===== src/rtl/pipe_pkg.sv =====
// Shared constants and types for the pipeline stage register (pipe_stage_reg)
// and its entry slots. The optional skid entry is enabled with PIPE_SKID_EN.
package pipe_pkg;

  localparam int unsigned PC_W             = 32;
  localparam int unsigned EX_W_DEFAULT     = 5;
  localparam int unsigned EX_NONE          = 0;
  localparam logic [31:0] RESET_PC_DEFAULT = 32'h0000_3000;

  typedef enum logic [1:0] {
    OCC_EMPTY,
    OCC_ONE,
    OCC_FULL
  } occ_e;

endpackage


===== src/rtl/pipe_slot.sv =====
// One pipeline entry register with a valid flag. Clear wins over load, and
// on clear only the bits selected by KEEP_MASK survive.
module pipe_slot #(
  parameter int unsigned  W         = 8,
  parameter logic [W-1:0] RST_VAL   = '0,
  parameter logic [W-1:0] KEEP_MASK = '0
) (
  input  logic         clk,
  input  logic         reset_n,
  input  logic         load_i,
  input  logic         clear_i,
  input  logic [W-1:0] d_i,
  output logic [W-1:0] q_o,
  output logic         valid_o
);

  logic [W-1:0] entry_q, entry_d;
  logic         valid_q, valid_d;

  always_comb begin
    entry_d = entry_q;
    valid_d = valid_q;
    if (clear_i) begin
      entry_d = entry_q & KEEP_MASK;
      valid_d = 1'b0;
    end else if (load_i) begin
      entry_d = d_i;
      valid_d = 1'b1;
    end
  end

  always_ff @(posedge clk or negedge reset_n) begin
    if (!reset_n) begin
      entry_q <= RST_VAL;
      valid_q <= 1'b0;
    end else begin
      entry_q <= entry_d;
      valid_q <= valid_d;
    end
  end

  assign q_o     = entry_q;
  assign valid_o = valid_q;

endmodule


===== src/rtl/pipe_stage_reg.sv =====
// Valid/ready pipeline stage register carrying pc, payload, exception code and
// delay-slot flag. Defining PIPE_SKID_EN adds a skid entry and a registered in_ready.
module pipe_stage_reg
  import pipe_pkg::*;
#(
  parameter int unsigned DATA_W   = 64,
  parameter int unsigned EX_W     = EX_W_DEFAULT,
  parameter logic [31:0] RESET_PC = RESET_PC_DEFAULT
) (
  input  logic              clk,
  input  logic              reset_n,
  input  logic              flush,
  input  logic              in_valid,
  output logic              in_ready,
  input  logic [31:0]       in_pc,
  input  logic [DATA_W-1:0] in_data,
  input  logic [EX_W-1:0]   in_ex,
  input  logic              in_bd,
  output logic              out_valid,
  input  logic              out_ready,
  output logic [31:0]       out_pc,
  output logic [DATA_W-1:0] out_data,
  output logic [EX_W-1:0]   out_ex,
  output logic              out_bd,
  output logic [15:0]       stall_cnt
);

  typedef struct packed {
    logic [PC_W-1:0]   pc;
    logic [DATA_W-1:0] data;
    logic [EX_W-1:0]   ex;
    logic              bd;
  } pipe_entry_t;

  localparam int unsigned ENTRY_W = $bits(pipe_entry_t);
  // The main slot keeps its pc when emptied so out_pc stays meaningful.
  localparam logic [ENTRY_W-1:0] MAIN_RST = {RESET_PC, {(ENTRY_W-PC_W){1'b0}}};
  localparam logic [ENTRY_W-1:0] PC_KEEP  = {{PC_W{1'b1}}, {(ENTRY_W-PC_W){1'b0}}};

  pipe_entry_t        inEntry, mainEntry;
  logic [ENTRY_W-1:0] mainD, mainQ;
  logic               mainLoad, mainClear, mainValid;
  logic               inXfer, outXfer;
  logic [15:0]        stallCnt_q, stallCnt_d;

  assign inEntry = '{pc: in_pc, data: in_data, ex: in_ex, bd: in_bd};
  assign inXfer  = in_valid && in_ready;
  assign outXfer = mainValid && out_ready;

  pipe_slot #(
    .W        (ENTRY_W),
    .RST_VAL  (MAIN_RST),
    .KEEP_MASK(PC_KEEP)
  ) uMainSlot (
    .clk    (clk),
    .reset_n(reset_n),
    .load_i (mainLoad),
    .clear_i(mainClear),
    .d_i    (mainD),
    .q_o    (mainQ),
    .valid_o(mainValid)
  );

`ifdef PIPE_SKID_EN
  logic               skidLoad, skidClear, skidValid;
  logic [ENTRY_W-1:0] skidQ;
  occ_e               occ;

  pipe_slot #(
    .W        (ENTRY_W),
    .RST_VAL  ('0),
    .KEEP_MASK('0)
  ) uSkidSlot (
    .clk    (clk),
    .reset_n(reset_n),
    .load_i (skidLoad),
    .clear_i(skidClear),
    .d_i    (inEntry),
    .q_o    (skidQ),
    .valid_o(skidValid)
  );

  assign in_ready = !skidValid;

  always_comb begin
    occ       = skidValid ? OCC_FULL : (mainValid ? OCC_ONE : OCC_EMPTY);
    mainD     = inEntry;
    mainLoad  = 1'b0;
    mainClear = 1'b0;
    skidLoad  = 1'b0;
    skidClear = 1'b0;
    if (flush) begin
      mainClear = 1'b1;
      skidClear = 1'b1;
    end else begin
      case (occ)
        OCC_EMPTY: mainLoad = inXfer;
        OCC_ONE: begin
          mainLoad  = inXfer && outXfer;
          skidLoad  = inXfer && !outXfer;
          mainClear = outXfer && !inXfer;
        end
        OCC_FULL: begin
          mainD     = skidQ;
          mainLoad  = outXfer;
          skidClear = outXfer;
        end
        default: ;
      endcase
    end
  end
`else
  assign in_ready = !mainValid || out_ready;

  always_comb begin
    mainD     = inEntry;
    mainLoad  = inXfer;
    mainClear = flush || (outXfer && !inXfer);
  end
`endif

  assign stallCnt_d = (mainValid && !out_ready && stallCnt_q != 16'hFFFF)
                      ? stallCnt_q + 16'd1 : stallCnt_q;

  always_ff @(posedge clk or negedge reset_n) begin
    if (!reset_n) stallCnt_q <= 16'd0;
    else          stallCnt_q <= stallCnt_d;
  end

  assign mainEntry = pipe_entry_t'(mainQ);
  assign out_valid = mainValid;
  assign out_pc    = mainEntry.pc;
  assign out_data  = mainEntry.data;
  assign out_ex    = mainEntry.ex;
  assign out_bd    = mainEntry.bd;
  assign stall_cnt = stallCnt_q;

endmodule


===== config.mk =====
export PLATFORM = sky130hd
export DESIGN_NAME = pipe_stage_reg
export DESIGN_NICKNAME = d
export VERILOG_FILES = /design/src/rtl/pipe_pkg.sv /design/src/rtl/pipe_slot.sv /design/src/rtl/pipe_stage_reg.sv
export SDC_FILE = /design/constraint.sdc
export NUM_CORES = 1
export LEC_CHECK = 0
export BUFFER_PORTS_ARGS = -buffer_cell sky130_fd_sc_hd__buf_4
export CORE_UTILIZATION = 50
export DETAILED_ROUTE_END_ITERATION = 10
export MAX_ROUTING_LAYER = met4
export PLACE_DENSITY = 0.84
export SLEW_MARGIN = 20
export SYNTH_ARGS = -nofsm -noshare
export SYNTH_HDL_FRONTEND = slang
export SYNTH_HIERARCHICAL = 1
export SYNTH_SLANG_ARGS = --single-unit

===== constraint.sdc =====
create_clock -name clk -period 2.7 [get_ports clk]
set_clock_uncertainty 0.05 [all_clocks]
set_input_delay 0.54 -clock clk [delete_from_list [all_inputs] [get_ports clk]]
set_output_delay 0.54 -clock clk [all_outputs]
set_load 0.01 [all_outputs]

==> summary.md, run 1 <==
The run finished with clean final reports. The logs give 4 for the H-tree depth and 119 for the number of sinks driven by the clock tree. Once the clock tree was built, the resizer swapped 0 gates to a different size. Counting the buffers created by CTS gives 17. The min-delay analysis places its worst path in the category input pin to asynchronous set/reset pin. The tools report the number of global-route vias before repair as 4018. The synthesized netlist devotes 10.8% of its cell area to simple gates. During placement, the flow inserted port buffers numbering 226. After layout, the minimum clock period comes to 1.87 ns. The tools report the setup TNS as 0 ns.

Measured along the x axis, the die boundary spans 102 µm. The tools report the die area as 10400 µm². The initial core utilization is 51.6%, and the final setup violation count is 0. Dividing total power by cell area gives a power density of 761 nW/µm². The run gives 8.34% as the global-route met3 utilization.

The cell count after synthesis is 377, and the hold slack is 0.0558 ns. In this run the count of I/O pins placed on the die edge is 227. Clock latency reported for the late side of the worst-skew pair: 0.51 ns. TritonCTS built the clock tree. The adder and majority gate portion of the synthesized area is 0.249%. The count of hold-fix buffers inserted at cts came out at 0.

In this run the deepest clock path goes through 2 buffers. The logs give 51.4% for the worst-case headroom to the max-slew limit and 26.2% for the total routing usage reported by global routing. For the initial antenna violation count, the log shows 0. The core region is 9730 µm². For this run, global-route usage on met2 was measured as 44.8%. 0 antenna diodes ended up in the layout.

STA classifies the critical path endpoint as a primary output. At the worst endpoint, the required time is 2.11 ns. At the pin with the least slew margin, the transition time is 0.729 ns. Using the TritonRoute via totals, the vias-per-cell ratio works out to 5.07.

In this run the vertical extent of the chip is 102 µm. The violation count after the first detailed-route iteration is 105. Synthesis produced a netlist with a net count of 485. The floorplan has 36 rows. For the number of violations of the max-capacitance limit, the log shows 0. In this run the clock root is driven by a sky130_fd_sc_hd__clkbuf_8.

Setup repair after global routing left no endpoint under its margin. The tools report the number of buffers inserted to repair setup after CTS as 0. The proportion of synthesized area in mux cells is 24.1%. The run gives 5020 µm² as the total standard cell area after synthesis. STA puts the critical path data arrival time at 1.28 ns.

The cell leakage power came out at 3.97 nW. The synthesis-stage register bit count is 119, and the post-synthesis to final-layout area growth is 49.9%. The number of iterations in the first detailed-routing pass was 4. The final layout contains routed wiring with a total length of 13.1 mm. Global routing consumed, on the met1 layer, 28.5% of the routing resources.

The synthesized netlist contains 34 unique library cells. The first global-routing pass estimated 19.5 mm of wire. The clock-pin slew of the registers on the worst-case setup and hold paths was 0.05 ns. Across the VDD grid, the largest voltage drop is 437 µV. Detailed routing inserted a total of 3816 vias. In the routed design, unresolved DRC markers number 0. The routed wire length per instance was 17.4 µm. The area share of xor/xnor cells in the synthesized design works out to 1.74%. In the finished design, the share of the clock period the worst path needs comes to 69.4%. Once detail routing completed, the nets flagged for antenna violations numbered 0. Summing the areas of all compound-gate instances in the mapped netlist gives 1.12% of the synthesized area. For the Yosys warning count, the log shows 6. Ratio of cells with drive above 1 in the final layout: 49.7%. The largest net degree at the start of global routing is 120, and the average footprint of a synthesized cell is 13.3 µm².

The setup path with the least slack is of type flip-flop to primary output. For the number of pins with negative max-slew slack in the final report, the log shows 0. The maximum fanout along the worst path was 7.

The number of fillers in the final layout came out at 611. The tools report the nature of the critical path startpoint as a flip-flop. The run gives 0 as the final hold violation count. The layer flagged by global routing as most heavily used is met2.

The dominant combinational cell family by area after synthesis was multiplexers. Summed over all layers, the global routing overflow is 0. At the end of routability-driven placement, the weighted congestion stood at 0.812. Static timing analysis puts the maximum clock frequency at 534 MHz. Detailed placement ended at an HPWL of 9.02 mm. Sequential cells were found to cover 59.4% of the synthesized design area. At the end of the flow, the number of nets in the layout was 715.

For this run, the share of the core covered by cells in the final layout is 77.4%.
cell usage after synthesis:
cell,instances,area [µm²]
sky130_fd_sc_hd__nor3_2,2,20.0
sky130_fd_sc_hd__clkbuf_1,7,26.3
sky130_fd_sc_hd__nand2_1,10,37.5
sky130_fd_sc_hd__mux2_4,31,465
sky130_fd_sc_hd__buf_6,4,45.0
sky130_fd_sc_hd__mux2i_1,71,711
sky130_fd_sc_hd__nor3_1,3,15.0
sky130_fd_sc_hd__buf_2,9,45.0
sky130_fd_sc_hd__nor3b_1,1,7.51
sky130_fd_sc_hd__nand4b_1,1,8.76
sky130_fd_sc_hd__a41oi_1,2,17.5
sky130_fd_sc_hd__mux2_2,3,33.8
sky130_fd_sc_hd__ha_1,1,12.5
sky130_fd_sc_hd__nor2_2,1,6.26
sky130_fd_sc_hd__dfstp_2,2,52.6
sky130_fd_sc_hd__nor4_4,1,21.3
sky130_fd_sc_hd__nor2_1,76,285
sky130_fd_sc_hd__nand4_1,1,6.26
sky130_fd_sc_hd__nand3_1,3,15.0
sky130_fd_sc_hd__o21bai_1,1,7.51
sky130_fd_sc_hd__and4b_1,1,10.0
sky130_fd_sc_hd__xor2_1,7,61.3
sky130_fd_sc_hd__o22a_1,1,8.76
sky130_fd_sc_hd__nor4_2,1,12.5
sky130_fd_sc_hd__and2_1,1,6.26
sky130_fd_sc_hd__nand4_2,4,50.1
sky130_fd_sc_hd__o21ai_0,1,5.00
sky130_fd_sc_hd__dfrtp_1,117,2930
sky130_fd_sc_hd__a21oi_1,1,5.00
sky130_fd_sc_hd__and4_1,3,26.3
sky130_fd_sc_hd__nor2b_4,1,13.8
sky130_fd_sc_hd__a31oi_1,2,12.5
sky130_fd_sc_hd__xnor2_1,3,26.3
sky130_fd_sc_hd__inv_1,4,15.0
per-layer routing:
layer  up-vias  wire [µm]
li1       1752          -
met5         -          0
met1      1878       5050
met4         0        235
met2       163       6870
met3        23        921
flip-flops by register name (all words and copies together) (netlist names):
name               count
uMainSlot/q_o        102
stall_cnt             16
uMainSlot/valid_o      1
report_power, final:
group,switching (mW),internal (mW)
Clock,0.761,1.78
Sequential,0.171,1.99
Combinational,0.436,0.588
Total,1.37,4.36
critical path, stage by stage, from the launching register on:
cell	delay [ns]
sky130_fd_sc_hd__dfrtp_1	0.46
sky130_fd_sc_hd__nand2_1	0.14
sky130_fd_sc_hd__buf_4	0.18
placed cells by master, fill, tap and decap left out:
| master | count |
|---|---|
| sky130_fd_sc_hd__nand3_1 | 3 |
| sky130_fd_sc_hd__nor2b_4 | 1 |
| sky130_fd_sc_hd__nor2_2 | 1 |
| sky130_fd_sc_hd__nand4b_1 | 1 |
| sky130_fd_sc_hd__clkbuf_8 | 5 |
| sky130_fd_sc_hd__nand4_2 | 4 |
| sky130_fd_sc_hd__nand2_1 | 10 |
| sky130_fd_sc_hd__a41oi_1 | 2 |
| sky130_fd_sc_hd__and4b_1 | 1 |
| sky130_fd_sc_hd__nor3_1 | 3 |
| sky130_fd_sc_hd__nand4_1 | 1 |
| sky130_fd_sc_hd__o22a_1 | 1 |
| sky130_fd_sc_hd__buf_4 | 228 |
| sky130_fd_sc_hd__mux2_4 | 31 |
| sky130_fd_sc_hd__inv_1 | 4 |
| sky130_fd_sc_hd__dfstp_2 | 2 |
| sky130_fd_sc_hd__clkinv_2 | 2 |
| sky130_fd_sc_hd__clkbuf_1 | 3 |
| sky130_fd_sc_hd__and2_4 | 1 |
| sky130_fd_sc_hd__a31oi_1 | 2 |
| sky130_fd_sc_hd__o21bai_4 | 1 |
| sky130_fd_sc_hd__and4_1 | 3 |
| sky130_fd_sc_hd__mux2i_1 | 71 |
| sky130_fd_sc_hd__a21oi_1 | 1 |
| sky130_fd_sc_hd__xor2_1 | 7 |
| sky130_fd_sc_hd__dfrtp_1 | 117 |
| sky130_fd_sc_hd__nor3b_1 | 1 |
| sky130_fd_sc_hd__o21ai_0 | 1 |
| sky130_fd_sc_hd__xnor2_1 | 3 |
| sky130_fd_sc_hd__buf_12 | 3 |
| sky130_fd_sc_hd__nor3_2 | 2 |
| sky130_fd_sc_hd__bufinv_16 | 6 |
| sky130_fd_sc_hd__ha_1 | 1 |
| sky130_fd_sc_hd__nor4_2 | 1 |
| sky130_fd_sc_hd__nor2_1 | 76 |
| sky130_fd_sc_hd__mux2_2 | 3 |
| sky130_fd_sc_hd__clkbuf_16 | 16 |
| sky130_fd_sc_hd__nor4_4 | 1 |
final timing paths:
check	slack [ns]	to	depth (start not counted)	startpoint
max reg2reg	0.94	uMainSlot/q_o[97]	5	uMainSlot/valid_o
min reg2reg	0.47	uMainSlot/q_o[18]	2	uMainSlot/q_o[18]
min	0.06	stall_cnt[6]	2	reset_n
min in group clk	0.20	uMainSlot/q_o[99]	2	in_pc[29]
max in group asynchronous	2.07	uMainSlot/q_o[14]	2	reset_n
max	0.83	in_ready	2	uMainSlot/valid_o
logic make-up (layout without fill, tap and decap cells):
kind of cell             Yosys count  in the layout
adder cells (fa/ha/maj)            1              1
buffers and inverters             24            267
AND/OR/NAND/NOR                  110            110
multiplexers                     105            105
AO/OA/AOI/OAI                      8              8
XOR/XNOR                          10             10
flip-flops                       119            119
final cells by class:
class                           count  area [µm²]  area share, %
Clock buffer                       24         480           6.38
Clock inverter                      8         190           2.53
Inverter                            4        15.0          0.200
Multi-Input combinational cell    234        1920           25.5
Sequential cell                   119        2980           39.6
Tap cell                          133         166           2.21
Timing Repair Buffer              231        1770           23.5
through the flow:
| step | area [µm²] | instances | power (mW) | worst slack [ns] |
|---|---|---|---|---|
| finish | 7530 | 753 | 5.72 | 0.826 |
| global route | 7530 | 753 | 5.95 | 0.756 |
| CTS | 7530 | 753 | 5.77 | 0.798 |
| detailed placement | 6860 | 721 | 3.20 | 0.741 |
| global placement | 6860 | 721 | 3.16 | 0.783 |
| floorplan | 5020 | 377 | 2.62 | 0.817 |
Power figures use the tool's default switching activity.
==> inputs of run 2 (changes only) <==
--- a/config.mk
+++ b/config.mk
@@ -6,10 +6,10 @@
 export NUM_CORES = 1
 export LEC_CHECK = 0
 export BUFFER_PORTS_ARGS = -buffer_cell sky130_fd_sc_hd__buf_4
-export CORE_UTILIZATION = 50
+export CORE_UTILIZATION = 47
 export DETAILED_ROUTE_END_ITERATION = 10
 export MAX_ROUTING_LAYER = met4
-export PLACE_DENSITY = 0.84
+export PLACE_DENSITY = 0.8
 export SLEW_MARGIN = 20
 export SYNTH_ARGS = -nofsm -noshare
 export SYNTH_HDL_FRONTEND = slang
==> constraint.sdc (replaced) <==
create_clock -name clk -period 1.9 [get_ports clk]
set_clock_uncertainty 0.05 [all_clocks]
set_input_delay 0.38 -clock clk [delete_from_list [all_inputs] [get_ports clk]]
set_output_delay 0.38 -clock clk [all_outputs]
set_load 0.01 [all_outputs]
==> run 2 against run 1 <==
Clock power is 26% higher. Flip-flop and latch count unchanged. Total power increased by 35%. Sequential share of layout area hardly changed. Combinational power up 43%. Wire length is 4.7% lower. Global-route usage down 2.4 points. First-iteration DRC count is 53% higher. Critical path type is now flip-flop to flip-flop. Die area grew 6.3%. Cell count rose by 0.93%. Largest power group unchanged.
==> summary.md, run 2 (synthesized netlist as in run 1, its figures left out) <==
The run finished with clean final reports. The cell count after placement is 727 (was 721). TritonCTS built the clock tree. The flip-flop count of the largest register, all copies and words added was 102 (unchanged); the share of total power in sequential cells was 39.7% (was 37.7%). The tools report the met2 capacity usage during global routing as 39.9% (was 44.8%). Largest net degree at the start of global routing: 72 (was 120).

The smallest clock period supported by the final layout is computed as 1.74 ns. Based on the critical path, the design can be clocked at up to 574 MHz. The hold slack was 0.0467 ns (was 0.0558 ns); the cell leakage power was 3.94 nW (was 3.97 nW).

The slew at the pin closest to its max-slew limit was 0.741 ns (was 0.729 ns); the leftover overflow at the end of global routing was 0 (unchanged). The number of fillers in the final layout came out at 702 (was 611). The number of sinks driven by the clock tree is 119 (unchanged). For the number of global-route vias before repair, the log shows 3947 (was 4018).

The tools report the clock root buffer as sky130_fd_sc_hd__clkbuf_8 (unchanged). The fraction of power spent switching nets is 26.0% (was 23.9%), and the post-detailed-placement half-perimeter wirelength is 8.86 mm (was 9.02 mm). The proportion of power drawn by combinational gates came out at 18.9% (was 17.9%). For the number of violations of the max-capacitance limit, the log shows 0 (unchanged). Clock latency reported for the late side of the worst-skew pair: 0.50 ns (was 0.51 ns). For the H-tree depth, the log shows 4 (unchanged).

Commonest non-fill, non-tap cells in the layout: sky130_fd_sc_hd__buf_4, sky130_fd_sc_hd__dfrtp_1, sky130_fd_sc_hd__nor2_1 (unchanged). Setup repair after global routing left no endpoint under its margin. For the weighted congestion at the end of routability-driven global placement, the log shows 0.807 (was 0.812).

The number of iterations in the first detailed-routing pass was 4 (unchanged). For the number of buffers created by CTS, the log shows 17 (unchanged). The initial core utilization came out at 48.6% (was 51.6%).

The post-synthesis to final-layout area growth was 49.8% (was 49.9%). The logs give 50.6% (was 51.4%) for the worst-case headroom to the max-slew limit and 2.01 mW (was 1.37 mW) for the net switching power. The nature of the critical path startpoint was a flip-flop (unchanged).

The count of input and output buffers is 226 (unchanged), and the total routing usage reported by global routing is 23.8% (was 26.2%). Sort of element at the end of the critical path: a flip-flop (was a primary output). The run gives 2.08 ns (was 1.28 ns) as the critical path arrival. The run gives 27.5% (was 28.5%) as the met1 demand-to-capacity share in global routing.

The tools report the buffer depth of the longest clock path as 2 (unchanged). The number of buffers inserted to repair setup after CTS is 0 (unchanged). The run gives 0 (unchanged) as the post-cts resize count.

The overall die height is 105 µm (was 102 µm), and the sum of routed wire length over all layers is 12.5 mm (was 13.1 mm). Worst hold-check path type: input pin to flip-flop (was input pin to asynchronous set/reset pin). The maximum fanout along the worst path is 9 (was 7). The ratio of cells with drive above 1 in the final layout came out at 50.3% (was 49.7%). For the worst voltage drop across the vdd grid, the log shows 538 µV (was 437 µV). The most heavily used metal layer in global routing is met2 (unchanged).

The run gives 2.24 ns (was 2.11 ns) as the required time of the critical path. The logs give 0 (unchanged) for the number of pins with negative max-slew slack in the final report and 0 (unchanged) for the total inserted antenna cells. The remaining routing DRC violations was 0 (unchanged); the power per cell area was 1030 nW/µm² (was 761 nW/µm²). The count of boundary I/O pins is 227 (unchanged), and the placeable core area is 10300 µm² (was 9730 µm²). The logs give 0 (unchanged) for the number of routed nets with antenna violations and 37 (was 36) for the number of placement rows. The global-route met3 utilization is 5.94% (was 8.34%), and the number of standard cells in the layout, taps in and fillers out is 760 (was 753). The violation count after the first detailed-route iteration is 161 (was 105). The routed via count divided by cell count was 4.95 (was 5.07); the cell internal power dissipation was 5.71 mW (was 4.36 mW). The first-pass GRT wire length was 19.7 mm (was 19.5 mm); the die extent in x was 105 µm (was 102 µm). Worst setup path category: flip-flop to flip-flop (was flip-flop to primary output). The worst path uses 91.7% of the clock period. The number of nets at the end of the flow is 719 (was 715), and the final total power is 7.72 mW (was 5.72 mW). For the initial antenna violation count, the log shows 0 (unchanged). The routed wire length per instance came out at 16.4 µm (was 17.4 µm).

The logs give 0 ns (unchanged) for the setup TNS and 11100 µm² (was 10400 µm²) for the die area. The final hold violation count is 0 (unchanged), and the clock-pin slew of the registers on the worst-case setup and hold paths is 0.06 ns (was 0.05 ns). The most common library cell in the layout ignoring fill and taps is sky130_fd_sc_hd__buf_4 (unchanged).

The logs give 3761 (was 3816) for the detailed-route via count and 41.4% (was 44.4%) for the power share of the clock group. The final setup violation count is 0 (unchanged).
[run 2: path summary, 6_finish.rpt]
| kind | from | end | slack (ns) | cells after the start |
|---|---|---|---|---|
| setup / recovery | uMainSlot/valid_o | uMainSlot/q_o[88] | 0.16 | 5 |
| hold / removal | in_pc[1] | uMainSlot/q_o[71] | 0.05 | 2 |
| setup reg to reg | uMainSlot/valid_o | uMainSlot/q_o[88] | 0.16 | 5 |
| hold reg to reg | uMainSlot/q_o[85] | uMainSlot/q_o[85] | 0.46 | 1 |
| max in group asynchronous | reset_n | uMainSlot/q_o[83] | 0.89 | 3 |
| min in group asynchronous | reset_n | stall_cnt[6] | 0.30 | 2 |
[run 2: stage by stage]
step                      cell area, µm²  utilization, %  setup slack [ns]
after CTS                           7520            72.8             0.138
after global routing                7520            72.8            0.0659
final                               7520            72.8             0.158
after floorplan                     5020               -             0.118
after detailed placement            6910            66.9            0.0758
after global placement              6910            66.9             0.114
[run 2: what timing repair did]
item,4_1_cts,5_1_grt
endpoints found under the setup margin,0,0
endpoints found under the hold margin,24,0
hold buffers,1,0
[run 2: area by class of cell]
| cell class | instances | area, µm² | area share (%) |
|---|---|---|---|
| sequential | 119 | 2980 | 39.6 |
| multi-input combinational | 234 | 1920 | 25.6 |
| timing repair buffer | 235 | 1830 | 24.3 |
| clock buffer | 18 | 428 | 5.69 |
| clock inverter | 14 | 175 | 2.33 |
| tap | 136 | 170 | 2.26 |
| inverter | 4 | 15.0 | 0.200 |
[run 2: metal layers]
metal / wire (µm) / part of all wire [%] / vias up
met1: 4790 / 38 / 1809
li1: - / - / 1760
met3: 920 / 7.4 / 18
met4: 191 / 1.5 / 0
met2: 6560 / 53 / 174
met5: 0 / 0 / -
[run 2: worst max-delay path, cell delays in order (launching register included)]
cell	delay (ns)
sky130_fd_sc_hd__dfrtp_1	0.43
sky130_fd_sc_hd__nand2_1	0.14
sky130_fd_sc_hd__and2_4	0.18
sky130_fd_sc_hd__nor2b_4	0.25
sky130_fd_sc_hd__buf_4	0.25
sky130_fd_sc_hd__mux2_4	0.32
[run 2: power groups by stage]
stage	combinational, mW	sequential, mW	clock (mW)
4_1_cts	1.47	3.06	3.26
3_5_place_dp	1.47	3.08	0
3_3_place_gp	1.42	3.08	0
2_1_floorplan	0.545	3.18	0
6_report	1.46	3.06	3.20
5_1_grt	1.57	3.09	3.39
==> inputs of run 3 (changes only) <==
--- a/config.mk
+++ b/config.mk
@@ -6,12 +6,11 @@
 export NUM_CORES = 1
 export LEC_CHECK = 0
 export BUFFER_PORTS_ARGS = -buffer_cell sky130_fd_sc_hd__buf_4
-export CORE_UTILIZATION = 47
+export CORE_MARGIN = 8
+export CORE_UTILIZATION = 30
 export DETAILED_ROUTE_END_ITERATION = 10
 export MAX_ROUTING_LAYER = met4
-export PLACE_DENSITY = 0.8
 export SLEW_MARGIN = 20
 export SYNTH_ARGS = -nofsm -noshare
 export SYNTH_HDL_FRONTEND = slang
-export SYNTH_HIERARCHICAL = 1
 export SYNTH_SLANG_ARGS = --single-unit
==> run 3 against run 2 <==
Count of clock-buffer cells in the layout is 5 higher. First-iteration DRC count fell by 26%. Fmax down 2.6%. Total power down 8.2%. Sequential power decreased by 3%. Critical path depth did not move. Global-route usage fell by 9.0 points. Wire length grew 8.5%. Combinational power shrank 16%.
==> summary.md, run 3 <==
Number of buffers inserted to repair setup after CTS: 0 (unchanged). Initial antenna violation count: 0 (unchanged). The run gives 0 (unchanged) as the final setup violation count. The most instantiated flip-flop cell in the synthesis netlist is sky130_fd_sc_hd__dfrtp_1 (unchanged). The overall die height works out to 138 µm (was 105 µm). The run finished with clean final reports.

TritonCTS built the clock tree. The most frequent cell after synthesis was sky130_fd_sc_hd__dfrtp_1 (unchanged). For the Yosys warning count, the log shows 0 (was 6). For the remaining routing DRC violations, the log shows 0 (unchanged). The highest achievable clock rate was 559 MHz (was 574 MHz); the number of buffers created by CTS was 17 (unchanged).

The tools report the placeable core area as 14500 µm² (was 10300 µm²). Cell type with the largest total area after synthesis: sky130_fd_sc_hd__dfrtp_1 (unchanged). The logs give 2.03 ns (was 2.08 ns) for the critical path arrival and 4 (unchanged) for the number of iterations in the first detailed-routing pass. The setup TNS was 0 ns (unchanged). The final total power came out at 7.09 mW (was 7.72 mW). Commonest non-fill, non-tap cells in the layout: sky130_fd_sc_hd__buf_4, sky130_fd_sc_hd__dfrtp_1, sky130_fd_sc_hd__a22o_1 (was sky130_fd_sc_hd__buf_4, sky130_fd_sc_hd__dfrtp_1, sky130_fd_sc_hd__nor2_1). The run gives 662 (was 719) as the number of nets at the end of the flow.

The weighted congestion at the end of routability-driven global placement was 0.844 (was 0.807). The run gives 2 (unchanged) as the buffer depth of the longest clock path. The tools report the number of global-route vias before repair as 3949 (was 3947). The count of boundary I/O pins was 227 (unchanged); the average footprint of a synthesized cell was 14.5 µm² (was 13.3 µm²).

The sort of element at the end of the critical path is a flip-flop (unchanged). The worst hold-check path type is input pin to flip-flop (unchanged). Total routing usage reported by global routing: 14.8% (was 23.8%). Dominant cells by area after synthesis: sky130_fd_sc_hd__dfrtp_1, sky130_fd_sc_hd__a22o_1, sky130_fd_sc_hd__mux2_2 (was sky130_fd_sc_hd__dfrtp_1, sky130_fd_sc_hd__mux2i_1, sky130_fd_sc_hd__mux2_4). The logs give 119 (unchanged) for the number of sinks driven by the clock tree and 69.3% (was 50.6%) for the worst-case headroom to the max-slew limit. Post-synthesis to final-layout area growth: 58.4% (was 49.8%). Worst setup path category: flip-flop to flip-flop (unchanged). For the cell count after synthesis, the log shows 308 (was 377). The logs give 0 (unchanged) for the number of violations of the max-capacitance limit and 9.77 mm (was 8.86 mm) for the post-detailed-placement half-perimeter wirelength. The final hold violation count is 0 (unchanged). The number of standard cells in the layout, taps in and fillers out is 751 (was 760), and the routed wire length per instance is 18.0 µm (was 16.4 µm). List of most frequent post-synthesis cells: sky130_fd_sc_hd__dfrtp_1, sky130_fd_sc_hd__a22o_1, sky130_fd_sc_hd__mux2_2, sky130_fd_sc_hd__nor2_1, sky130_fd_sc_hd__a21oi_1 (was sky130_fd_sc_hd__dfrtp_1, sky130_fd_sc_hd__nor2_1, sky130_fd_sc_hd__mux2i_1, sky130_fd_sc_hd__mux2_4, sky130_fd_sc_hd__nand2_1). For the count of distinct cell types in the synthesized netlist, the log shows 33 (was 34). The power per cell area was 999 nW/µm² (was 1030 nW/µm²).

Setup repair after global routing left no endpoint under its margin. The ratio of cells with drive above 1 in the final layout is 56.3% (was 50.3%). The clock latency reported for the late side of the worst-skew pair is 0.41 ns (was 0.50 ns). The flip-flop count of the largest register, all copies and words added came out at 102 (unchanged). The required time of the critical path is 2.15 ns (was 2.24 ns), and the cell leakage power is 3.58 nW (was 3.94 nW). The first-pass GRT wire length was 21.9 mm (was 19.7 mm); the portion of the post-synthesis area used by sequential elements was 66.6% (was 59.4%). The maximum fanout along the worst path was 5 (was 9); the leftover overflow at the end of global routing was 0 (unchanged).

Most common library cell in the layout ignoring fill and taps: sky130_fd_sc_hd__buf_4 (unchanged). The tools report the nature of the critical path startpoint as a flip-flop (unchanged). The clock root buffer was sky130_fd_sc_hd__clkbuf_16 (was sky130_fd_sc_hd__clkbuf_8).

For the number of placement rows, the log shows 44 (was 37). The fraction of registers with async set or reset after synthesis was 100% (unchanged). For the sum of routed wire length over all layers, the log shows 13.5 mm (was 12.5 mm). The die extent in x was 138 µm (was 105 µm); the H-tree depth was 4 (unchanged).

The number of routed nets with antenna violations was 0 (unchanged). The logs give 3580 (was 3761) for the detailed-route via count and 119 (was 161) for the violation count after the first detailed-route iteration. The final cycle utilization of the critical path was 94.1% (was 91.7%); the routed via count divided by cell count was 4.77 (was 4.95). The tools report the die area as 19100 µm² (was 11100 µm²).

The slew at the pin closest to its max-slew limit works out to 0.449 ns (was 0.741 ns). Synthesis-stage register bit count: 119 (unchanged). The logs give 30.8% (was 48.6%) for the initial core utilization and 645 µV (was 538 µV) for the worst voltage drop across the vdd grid. Count of input and output buffers: 226 (unchanged).

The cell count after placement was 718 (was 727). The count of flip-flops with a built-in enable after synthesis came out at 0 (unchanged). The total inserted antenna cells is 0 (unchanged), and the number of pins with negative max-slew slack in the final report is 0 (unchanged).

The largest net degree at the start of global routing is 71 (was 72), and the clock-pin slew of the registers on the worst-case setup and hold paths is 0.05 ns (was 0.06 ns). The final critical delay including setup and external delays is 1.79 ns (was 1.74 ns). The share of Yosys cell area claimed by the top area cell type was 65.4% (was 58.3%).

For the number of nets in the synthesized netlist, the log shows 416 (was 485). The total standard cell area after synthesis is 4480 µm² (was 5020 µm²).
==> run 3: worst max-delay path: stages (launching register included) <==
cell and delay, ns:
sky130_fd_sc_hd__dfrtp_1 0.42, sky130_fd_sc_hd__ha_1 0.25, sky130_fd_sc_hd__nand3_1 0.18, sky130_fd_sc_hd__nor3_1 0.11, sky130_fd_sc_hd__a21oi_1 0.29, sky130_fd_sc_hd__mux2_2 0.37
==> run 3: final cells by class <==
cell class                      instances  area [µm²]
Sequential cell                       119        2980
Clock inverter                          9        51.3
Inverter                                2        7.51
Multi-Input combinational cell        168        1430
Clock buffer                           23         488
Fill cell                            1314        7440
Tap cell                              184         230
Timing Repair Buffer                  246        1910
==> run 3: power breakdown <==
| group | leakage, nW | internal [mW] | switching, mW | total [mW] |
|---|---|---|---|---|
| sequential | 1.54 | 2.80 | 0.178 | 2.98 |
| clock | 0.272 | 1.79 | 1.11 | 2.89 |
| combinational | 1.77 | 0.691 | 0.525 | 1.22 |
| total | 3.58 | 5.28 | 1.81 | 7.09 |
==> run 3: repair_timing <==
item,in CTS,in global routing
hold buffers,1,0
setup endpoints to repair,0,4
gates resized for setup,0,1
endpoints found under the hold margin,24,0
==> run 3: cells by family (layout without fill, tap and decap cells) <==
logic type / after synthesis / after routing / synth area share [%]
XOR/XNOR: 9 / 9 / 1.76
flip-flops: 119 / 119 / 66.6
adder cells (fa/ha/maj): 1 / 1 / 0.279
multiplexers: 35 / 35 / 8.77
AND/OR/NAND/NOR: 40 / 40 / 5.36
AO/OA/AOI/OAI: 83 / 83 / 15.2
buffers and inverters: 21 / 280 / 2.04
==> run 3: path summary, 6_finish.rpt <==
path,slack [ns],depth (start not counted),end,startpoint
max,0.11,5,stall_cnt[1],stall_cnt[0]
min,0.11,2,uMainSlot.valid_o,flush
max reg2reg,0.11,5,stall_cnt[1],stall_cnt[0]
min reg2reg,0.45,1,uMainSlot.q_o[14],uMainSlot.q_o[14]
max in group asynchronous,0.86,3,uMainSlot.q_o[11],reset_n
min in group asynchronous,0.39,2,uMainSlot.q_o[72],reset_n
==> run 3: metal layers <==
metal,global-route usage (%),wire (µm)
met1,16.9,5730
met3,5.68,932
met4,6.41,230
met2,22.9,6620
met5,-,0
==> run 3: through the flow <==
| step | setup slack (ns) | area, µm² | hold WS (ns) | util [%] |
|---|---|---|---|---|
| after floorplan | 0.00964 | 4480 | 0.0344 | - |
| after global placement | 0.0658 | 6540 | 0.280 | 45.0 |
| after detailed placement | -0.00841 | 6540 | 0.287 | 45.0 |
| after CTS | 0.0913 | 7090 | 0.0911 | 48.8 |
| after global routing | 0.000722 | 7090 | 0.0983 | 48.8 |
| final | 0.112 | 7090 | 0.115 | 48.8 |
